[src/rtl/cnt_sched.sv]
// Round-robin scheduler for two requesters that share one up-counter.
// It owns the counter's clear and enable and pulses DONE when a run completes.
module cnt_sched #(
    parameter int unsigned WIDTH = 4
) (
    input  logic             CLK,
    input  logic             RST,
    input  logic [1:0]       REQ,
    input  logic [WIDTH-1:0] LEN0,
    input  logic [WIDTH-1:0] LEN1,
    input  logic [WIDTH-1:0] CNT,
    output logic [1:0]       GNT,
    output logic [1:0]       DONE,
    output logic             BUSY,
    output logic             CNT_CLR,
    output logic             CNT_EN
);

    typedef enum logic [1:0] {
        StIdle,
        StClear,
        StRun,
        StFin
    } state_e;

    state_e           state_q, state_d;
    logic [1:0]       gnt_q, gnt_d;
    logic [WIDTH-1:0] len_q, len_d;
    logic             last_q, last_d;
    logic             win;

    always_ff @(posedge CLK or posedge RST) begin
        if (RST) begin
            state_q <= StIdle;
            gnt_q   <= 2'b00;
            len_q   <= '0;
            last_q  <= 1'b1;
        end else begin
            state_q <= state_d;
            gnt_q   <= gnt_d;
            len_q   <= len_d;
            last_q  <= last_d;
        end
    end

    // On a tie the requester that did not win last time gets the grant.
    assign win = (REQ == 2'b11) ? ~last_q : REQ[1];

    always_comb begin
        state_d = state_q;
        gnt_d   = gnt_q;
        len_d   = len_q;
        last_d  = last_q;
        unique case (state_q)
            StIdle: begin
                if (REQ != 2'b00) begin
                    gnt_d   = win ? 2'b10 : 2'b01;
                    len_d   = win ? LEN1 : LEN0;
                    state_d = StClear;
                end
            end
            StClear: begin
                state_d = (len_q != '0) ? StRun : StFin;
            end
            StRun: begin
                // The counter reaches len_q on the same edge that leaves RUN.
                if (CNT == len_q - WIDTH'(1)) begin
                    state_d = StFin;
                end
            end
            StFin: begin
                last_d  = gnt_q[1];
                gnt_d   = 2'b00;
                state_d = StIdle;
            end
            default: state_d = StIdle;
        endcase
    end

    always_comb begin
        GNT     = gnt_q;
        DONE    = (state_q == StFin) ? gnt_q : 2'b00;
        BUSY    = (state_q != StIdle);
        CNT_CLR = (state_q == StClear);
        CNT_EN  = (state_q == StRun);
    end

endmodule

[config.mk]
export PLATFORM = sky130hd
export DESIGN_NAME = cnt_sched
export DESIGN_NICKNAME = d
export VERILOG_FILES = /design/src/rtl/cnt_sched.sv
export SDC_FILE = /design/constraint.sdc
export NUM_CORES = 1
export LEC_CHECK = 0
export CORE_AREA = 5 5 42 44
export CTS_BUF_LIST = sky130_fd_sc_hd__clkbuf_2
export DETAILED_ROUTE_END_ITERATION = 7
export DIE_AREA = 0 0 47 49
export DONT_BUFFER_PORTS = 1
export PLACE_DENSITY_LB_ADDON = 0.15
export SLEW_MARGIN = 20
export SYNTH_ARGS = -nofsm -noshare
export SYNTH_HDL_FRONTEND = slang
export SYNTH_SLANG_ARGS = --single-unit
[constraint.sdc]
create_clock -name CLK -period 3.45 [get_ports CLK]
set_input_delay 0.5175 -clock CLK [delete_from_list [all_inputs] [get_ports CLK]]
set_output_delay 0.5175 -clock CLK [all_outputs]
set_load 0.01 [all_outputs]
# [Word-level counts from Yosys, hierarchy flattened]
# Index checks and enable logic that the tools add are counted.
# Widths: inputs -> output; s select.
[totals] register_bits=9 output_inout_bits=7 elab_cells=31
[classes] addsub=1 eq_ne=7 n_mux=10 n_bitwise=1 reduce_logical=8
[ops] op="$mux 2" n=5
[ops] op="$pmux 2 s4" n=1
[ops] op="$eq 2x2->1 const B" n=3
[ops] op="$reduce_and 2->1" n=3
[ops] op="$reduce_bool 2->1" n=3
[ops] op="$eq 4x4->1" n=1
[ops] op="$mux 4" n=1
[ops] op="$pmux 2 s2" n=1
[ops] op="$reduce_bool 4->1" n=1
[ops] op="$sub 4x1->4 const B" n=1
[ops] op="$eq 2x1->1 const B" n=1
[ops] op="$logic_not 2->1" n=1
[ops] op="$mux 1" n=2
[ops] op="$ne 2x1->1 const B" n=1
[ops] op="$ne 2x2->1 const B" n=1
[ops] op="$not 1->1" n=1

# [Depth between registers and ports, before layout]
# Gate-level depths: netlist of run 1.
[logic_depth] word_depth=5 mapped_depth=6

# [Worst setup path after synthesis of run 1]
# No wires, ideal clock.
[synth_timing] path_type="register to register" startpoint="register state_q[0]" endpoint="register gnt_q[0] (netlist: GNT[0])" arrival_ns=1.440 t_required_ns=3.383 setup_slack_ns=1.943 path_stages_with_launch=7 n_path_buf=0 period_less_slack_ns=1.507 path_cell_list="dfrtp_1 -> inv_1 -> ha_1 -> inv_2 -> or3_1 -> o21ai_1 -> a32o_1"
[synth_via] elab_chain_cells=3 elab_cells_between_ends=6 cone_classes="2 x eq/ne; 1 x mux; 3 x reduce/logical"
[synth_lines] element="from (decl)" line="26" rtl="state_e state_q, state_d;"
[synth_lines] element="from (signal assigned)" line="34" rtl="state_q <= StIdle;"
[synth_lines] element="from (signal assigned)" line="39" rtl="state_q <= state_d;"
[synth_lines] element="$eq 2x2->1 / $logic_not 2->1 (equally long branches)" line="54" rtl="unique case (state_q)"
[synth_lines] element="$reduce_bool 2->1 (no source line) / $ne 2x2->1 (equally long branches)"
[synth_lines] element="$reduce_and 2->1 (no source line)"
[synth_lines] element="to (signal assigned)" line="40" rtl="gnt_q <= gnt_d;"
[synth_lines] element="to (decl)" line="27" rtl="logic [1:0] gnt_q, gnt_d;"
# Parallel ways exist; a longest one is shown, timed or not.
# A chain may end at the register's enable or synchronous reset.

# [Worst setup path after layout of run 1]
[layout_timing] startpoint="register state_q[1]" endpoint="output DONE[1]"
[layout_via] elab_chain_cells=2
[layout_lines] element="$eq 2x2->1" line="82" rtl="DONE = (state_q == StFin) ? gnt_q : 2'b00;"
[layout_lines] element="$mux 2" line="82"
[layout_lines] element="to (decl)" line="13" rtl="output logic [1:0] DONE,"
# Every way passes these cells.

==> out/metrics.csv, run 1 <==
metric,value,unit
netlist_area,678,um^2
synth_top_family_by_area,simple AND/OR/NAND/NOR gates,
fp.dieH,49,um
worstReg2RegEnd,GNT[1],
cts_resized,0,
overflow,0,
synth_commonest_cells,"inv_1 (9), dfrtp_1 (8), ha_1 (6)",
cp_cell_sequence,"ha_1, and2_1",
antenna_left,0,
synthAdderAreaFrac,0.111,
grt.total_usage,0.149,
clock-sinks,9,
gp_congestion,0.797,
io_pins,23,
synth_seq_cells,9,
finalMaxSlewViolations,0,
synth_nets,87,
startpoint_type,flip-flop,
die_x,47,um
synth_edf_count,0,
grt_pass1_vias,546,
core,1400,um^2
status,finished clean,
synthCells,65,
antenna_found_initial,0,
syn-mean-instance-area,10.4,um^2
yosysSeqAreaShare,0.334,
ys_types,33,
firstDrtPassIters,4,
drc,0,
tritoncts,done,
slowest_delay,460,ps
fmax,574,MHz
row_count,14,
n_antenna_cell,0,
final-setup-viol-count,0,
leakage,0.000347,uW
cap_violations,0,
finalSetupTns,0,ps
rr_worst_depth,6,
dr.first_iter.drc_count,16,
power_density,1020,nW/um^2
synthMostInstantiatedCell,inv_1,
cts_buffers,3,
io_buffer_count,0,
min_path_type,input pin to asynchronous set/reset pin,
crit_start,state_q[1],
yosysWarningCount,0,
worstPathMaxFanout,6,
slew_headroom,0.701,
rsz0062_at_grt,false,
insertion_delay,260,ps
endpoint_kind,output pin,
start_util,0.484,
crit_arrival,1220,ps
clk_pin_slew,90,ps
h-tree-depth,1,
async_flop_share,1.00,
dp_hpwl,1.14,mm
timing.rr.start,state_q[0],
crit_slowest_cell,dfrtp_1,
cts_hold_buf,0,
final_nets,92,
hold_violations,0,
yosys_most_used_dff,dfrtp_1,
synth_area_leaders,"dfrtp_1 (30%), ha_1 (11%), a222oi_1 (5.9%)",
drive_gt1_frac,0.188,
synth_top_area_cell,dfrtp_1,
grt_max_degree,10,
post_drt_wl_per_cell,16.3,um
drt-total-wl,1.38,mm
yosys.area_share.simple,0.192,
clockBufferDepth,2,
fin_util,0.513,
skew,0.489,ps
num_vias,511,
worst_pin_slew,443,ps
synthDominantCellAreaShare,0.295,
vias_per_cell,6.01,
fin_crit_sh,0.505,
area_delta_synth_final,5.90,%
grt_pass1_wl,2.45,mm
cts_root_buffer,clkbuf_2,
critPathKind,flip-flop to output pin,
vdd_drop_max,0.389,mV
synthMuxAreaShare,0.0166,
required,2930,ps
synth_compound_area_frac,0.183,
reg2reg_setup_slack,1760,ps
synth_xor_xnor_area_share,0.109,
period_minus_slack,1740,ps
die_area,2300,um^2
post_cts_buffers,0,
-- report_power, final --
| part | internal, uW | switching (uW) | total [uW] |
|---|---|---|---|
| clock network | 30.8 | 40.1 | 70.9 |
| registers | 159 | 59.8 | 219 |
| logic | 219 | 225 | 444 |
| total | 409 | 325 | 734 |
-- critical path, delay by kind of cell (launching register included) --
family	cells	cell delay, ps
flip-flops	1	460
adder cells (fa/ha/maj)	1	300
AND/OR/NAND/NOR	1	210
-- how the worst max path moves through the flow --
| stage | cells past startpoint | end | slack [ps] |
|---|---|---|---|
| 2_1_floorplan | 6 | GNT[0] | 1940 |
| 3_3_place_gp | 6 | state_q[0] | 1830 |
| 3_5_place_dp | 6 | state_q[1] | 1780 |
| 4_1_cts | 2 | DONE[0] | 1690 |
| 5_1_grt | 5 | len_q[0] | 1560 |
| 6_report | 2 | DONE[1] | 1710 |
-- flip-flops by register name, summed over array words and instances, names as in the netlist --
signal	flops
GNT	2
last_q	1
len_q	4
state_q	2
-- stage by stage --
step           total power [uW]  area (um^2)  hold WS (ps)  std cells  setup slack [ps]
5_1_grt                     814          718           102         85              1560
4_1_cts                     745          718          98.9         85              1690
2_1_floorplan               588          678           345         65              1940
3_3_place_gp                665          698           394         81              1830
3_5_place_dp                673          698           391         81              1780
6_report                    734          718          93.2         85              1710
-- layer usage --
layer | global-route usage | vias up | part of all wire
met5 | 0 | - | 0
met4 | 0.0829 | 0 | 0.026
met3 | 0.0406 | 5 | 0.074
met1 | 0.191 | 237 | 0.43
li1 | - | 249 | -
met2 | 0.219 | 20 | 0.47
-- cell usage in the layout (no fill, tap or decap) --
master	netlist	routed
dfstp_2	1	1
a32o_1	2	2
o221ai_1	1	1
nor3b_1	1	1
nor3_2	1	1
nor3b_2	1	1
a221o_1	1	1
nand3_1	1	1
and2b_1	1	1
and3_1	2	2
inv_1	9	9
and2_1	3	3
a211oi_2	1	1
or3_1	1	1
dfrtp_1	8	8
xor2_1	3	3
ha_1	6	6
nor4bb_1	1	1
inv_2	1	1
nand2b_1	1	1
xnor3_1	1	1
nand3_2	1	1
clkbuf_2	0	4
nor2_1	1	1
nor3_1	1	1
a221oi_2	1	1
a222oi_1	4	4
o21ai_1	1	1
o211ai_1	1	1
mux2_2	1	1
xnor2_2	1	1
xnor2_1	1	1
o21ai_0	1	1
nand2_1	4	4
-- final cells by class --
cell class,count,area (um^2)
clock buffers,4,20.0
fillers,134,683
inverters,10,37.5
multi-input cells,46,414
flip-flops and latches,9,226
well taps,16,20.0
-- cells by family after synthesis --
kind of cell | count (synthesis)
xor gates and xnor gates | 6
DFF | 9
AOI/OAI and AO/OA | 13
adders and majority gates | 6
and+or+nand+nor | 20
buffers and inverters | 10
muxes | 1
Note: power is estimated with default switching activity, not from simulation.
==> inputs of run 2 (changes only) <==
Clock period 3.45 ns to 1.75 ns, I/O delays scaled along.
==> run 2 against run 1 <==
- hold slack improved by 48 ps
- cell area rose by 3.8%
- setup slack got worse by 1600 ps
==> out/metrics.csv, run 2 (synthesis results as in run 1) <==
metric,value,unit
status,finished clean,
critPathKind,flip-flop to flip-flop,
drive_gt1_frac,0.222,
h-tree-depth,1,
final_nets,95,
die_x,47,um
fillers,135,
post_drt_wl_per_cell,16.1,um
skew,6.37,ps
dp_hpwl,1.13,mm
grt_most_used_layer,met2,
cap_violations,0,
fin_util,0.532,
use_met2,0.204,
grt.total_usage,0.139,
io_pins,23,
clock-sinks,9,
clockBufferDepth,2,
post-place-ws,68.6,ps
core,1400,um^2
layout_commonest_cell,inv_1,
endpoint_kind,flip-flop,
power_density,1990,nW/um^2
crit_arrival,1780,ps
row_count,14,
rsz0062_at_grt,false,
fp.dieH,49,um
dr.first_iter.drc_count,22,
reg2reg_setup_slack,100,ps
timing.rr.start,state_q[0],
gp_congestion,0.806,
crit_start,state_q[0],
clk_pin_slew,100,ps
fmax,607,MHz
crit_end,state_q[1],
finalSetupTns,0,ps
cts_buffers,3,
startpoint_type,flip-flop,
firstDrtPassIters,5,
drc,0,
finalMaxSlewViolations,0,
tritoncts,done,
largest_reg_flops,4,
start_util,0.484,
hold_violations,0,
post_cts_buffers,0,
cts_root_buffer,clkbuf_2,
drt-total-wl,1.42,mm
rr_worst_depth,6,
period_minus_slack,1650,ps
grt_pass1_vias,552,
worst_slack,102,ps
largest-register,len_q,
grt_max_degree,10,
min_path_type,input pin to flip-flop,
io_buffer_count,0,
worstReg2RegEnd,state_q[1],
fin_crit_sh,0.942,
vdd_drop_max,0.827,mV
slew_headroom,0.691,
insertion_delay,250,ps
grt_pass1_wl,2.30,mm
vias_per_cell,5.97,
n_antenna_cell,0,
worstPathMaxFanout,7,
num_vias,525,
grtUsageMet3,0.0443,
required,1880,ps
final_cell_mix,"inv_1 (9), dfrtp_1 (8), ha_1 (5)",
antenna_left,0,
area_delta_synth_final,9.96,%
antenna_found_initial,0,
leakage,0.000359,uW
overflow,0,
die_area,2300,um^2
final-setup-viol-count,0,
worst_pin_slew,458,ps
grtUsageMet1,0.175,
## run 2: cell type report
| class | instances | area (um^2) | share of cell area |
|---|---|---|---|
| clock buffer | 4 | 20.0 | 0.0268 |
| inverter | 10 | 37.5 | 0.0503 |
| sequential | 9 | 226 | 0.304 |
| multi-input combinational | 46 | 417 | 0.559 |
| tap | 16 | 20.0 | 0.0268 |
| timing repair buffer | 3 | 25.0 | 0.0336 |
## run 2: worst min-delay path by stage
stage                 start       end  slack (ps)  cells past startpoint
floorplan               RST    GNT[0]          90                      1
global placement        RST  len_q[0]         140                      1
detailed placement      RST  len_q[0]         140                      1
CTS                 LEN1[1]  len_q[1]         130                      2
global route        LEN1[2]  len_q[2]         130                      2
finish              LEN1[1]  len_q[1]         140                      2
## run 2: through the flow
stage	total power (uW)	cells	hold WS, ps	cell area [um^2]
global placement	1350	83	138	713
CTS	1500	88	131	743
global route	1620	88	128	746
detailed placement	1350	83	141	713
finish	1490	88	142	746
floorplan	1160	65	89.7	678
## run 2: report_power, final
part,switching (uW),total [uW],internal [uW]
Sequential,89.6,404,314
Clock,73.9,135,60.7
Combinational,479,947,467
Total,643,1490,842
## run 2: timing repair
item / 4_1_cts / 5_1_grt
endpoints found under the hold margin: 8 / 0
resized for setup: 0 / 1
endpoints found under the setup margin: 0 / 5
hold buffers: 1 / 0
## run 2: per-layer routing
layer	routed length, um	up-vias	part of all wire
li1	-	255	-
met1	612	247	0.43
met2	675	21	0.48
met3	119	2	0.084
met4	8	0	0.0057
met5	0	-	0
## run 2: critical path, cell delays in order, from the launching register on
cell      delay (ps)
dfrtp_1          420
inv_1            150
ha_2             270
nor3b_2          310
nor3b_1          100
a221oi_2         170
o211ai_1         110
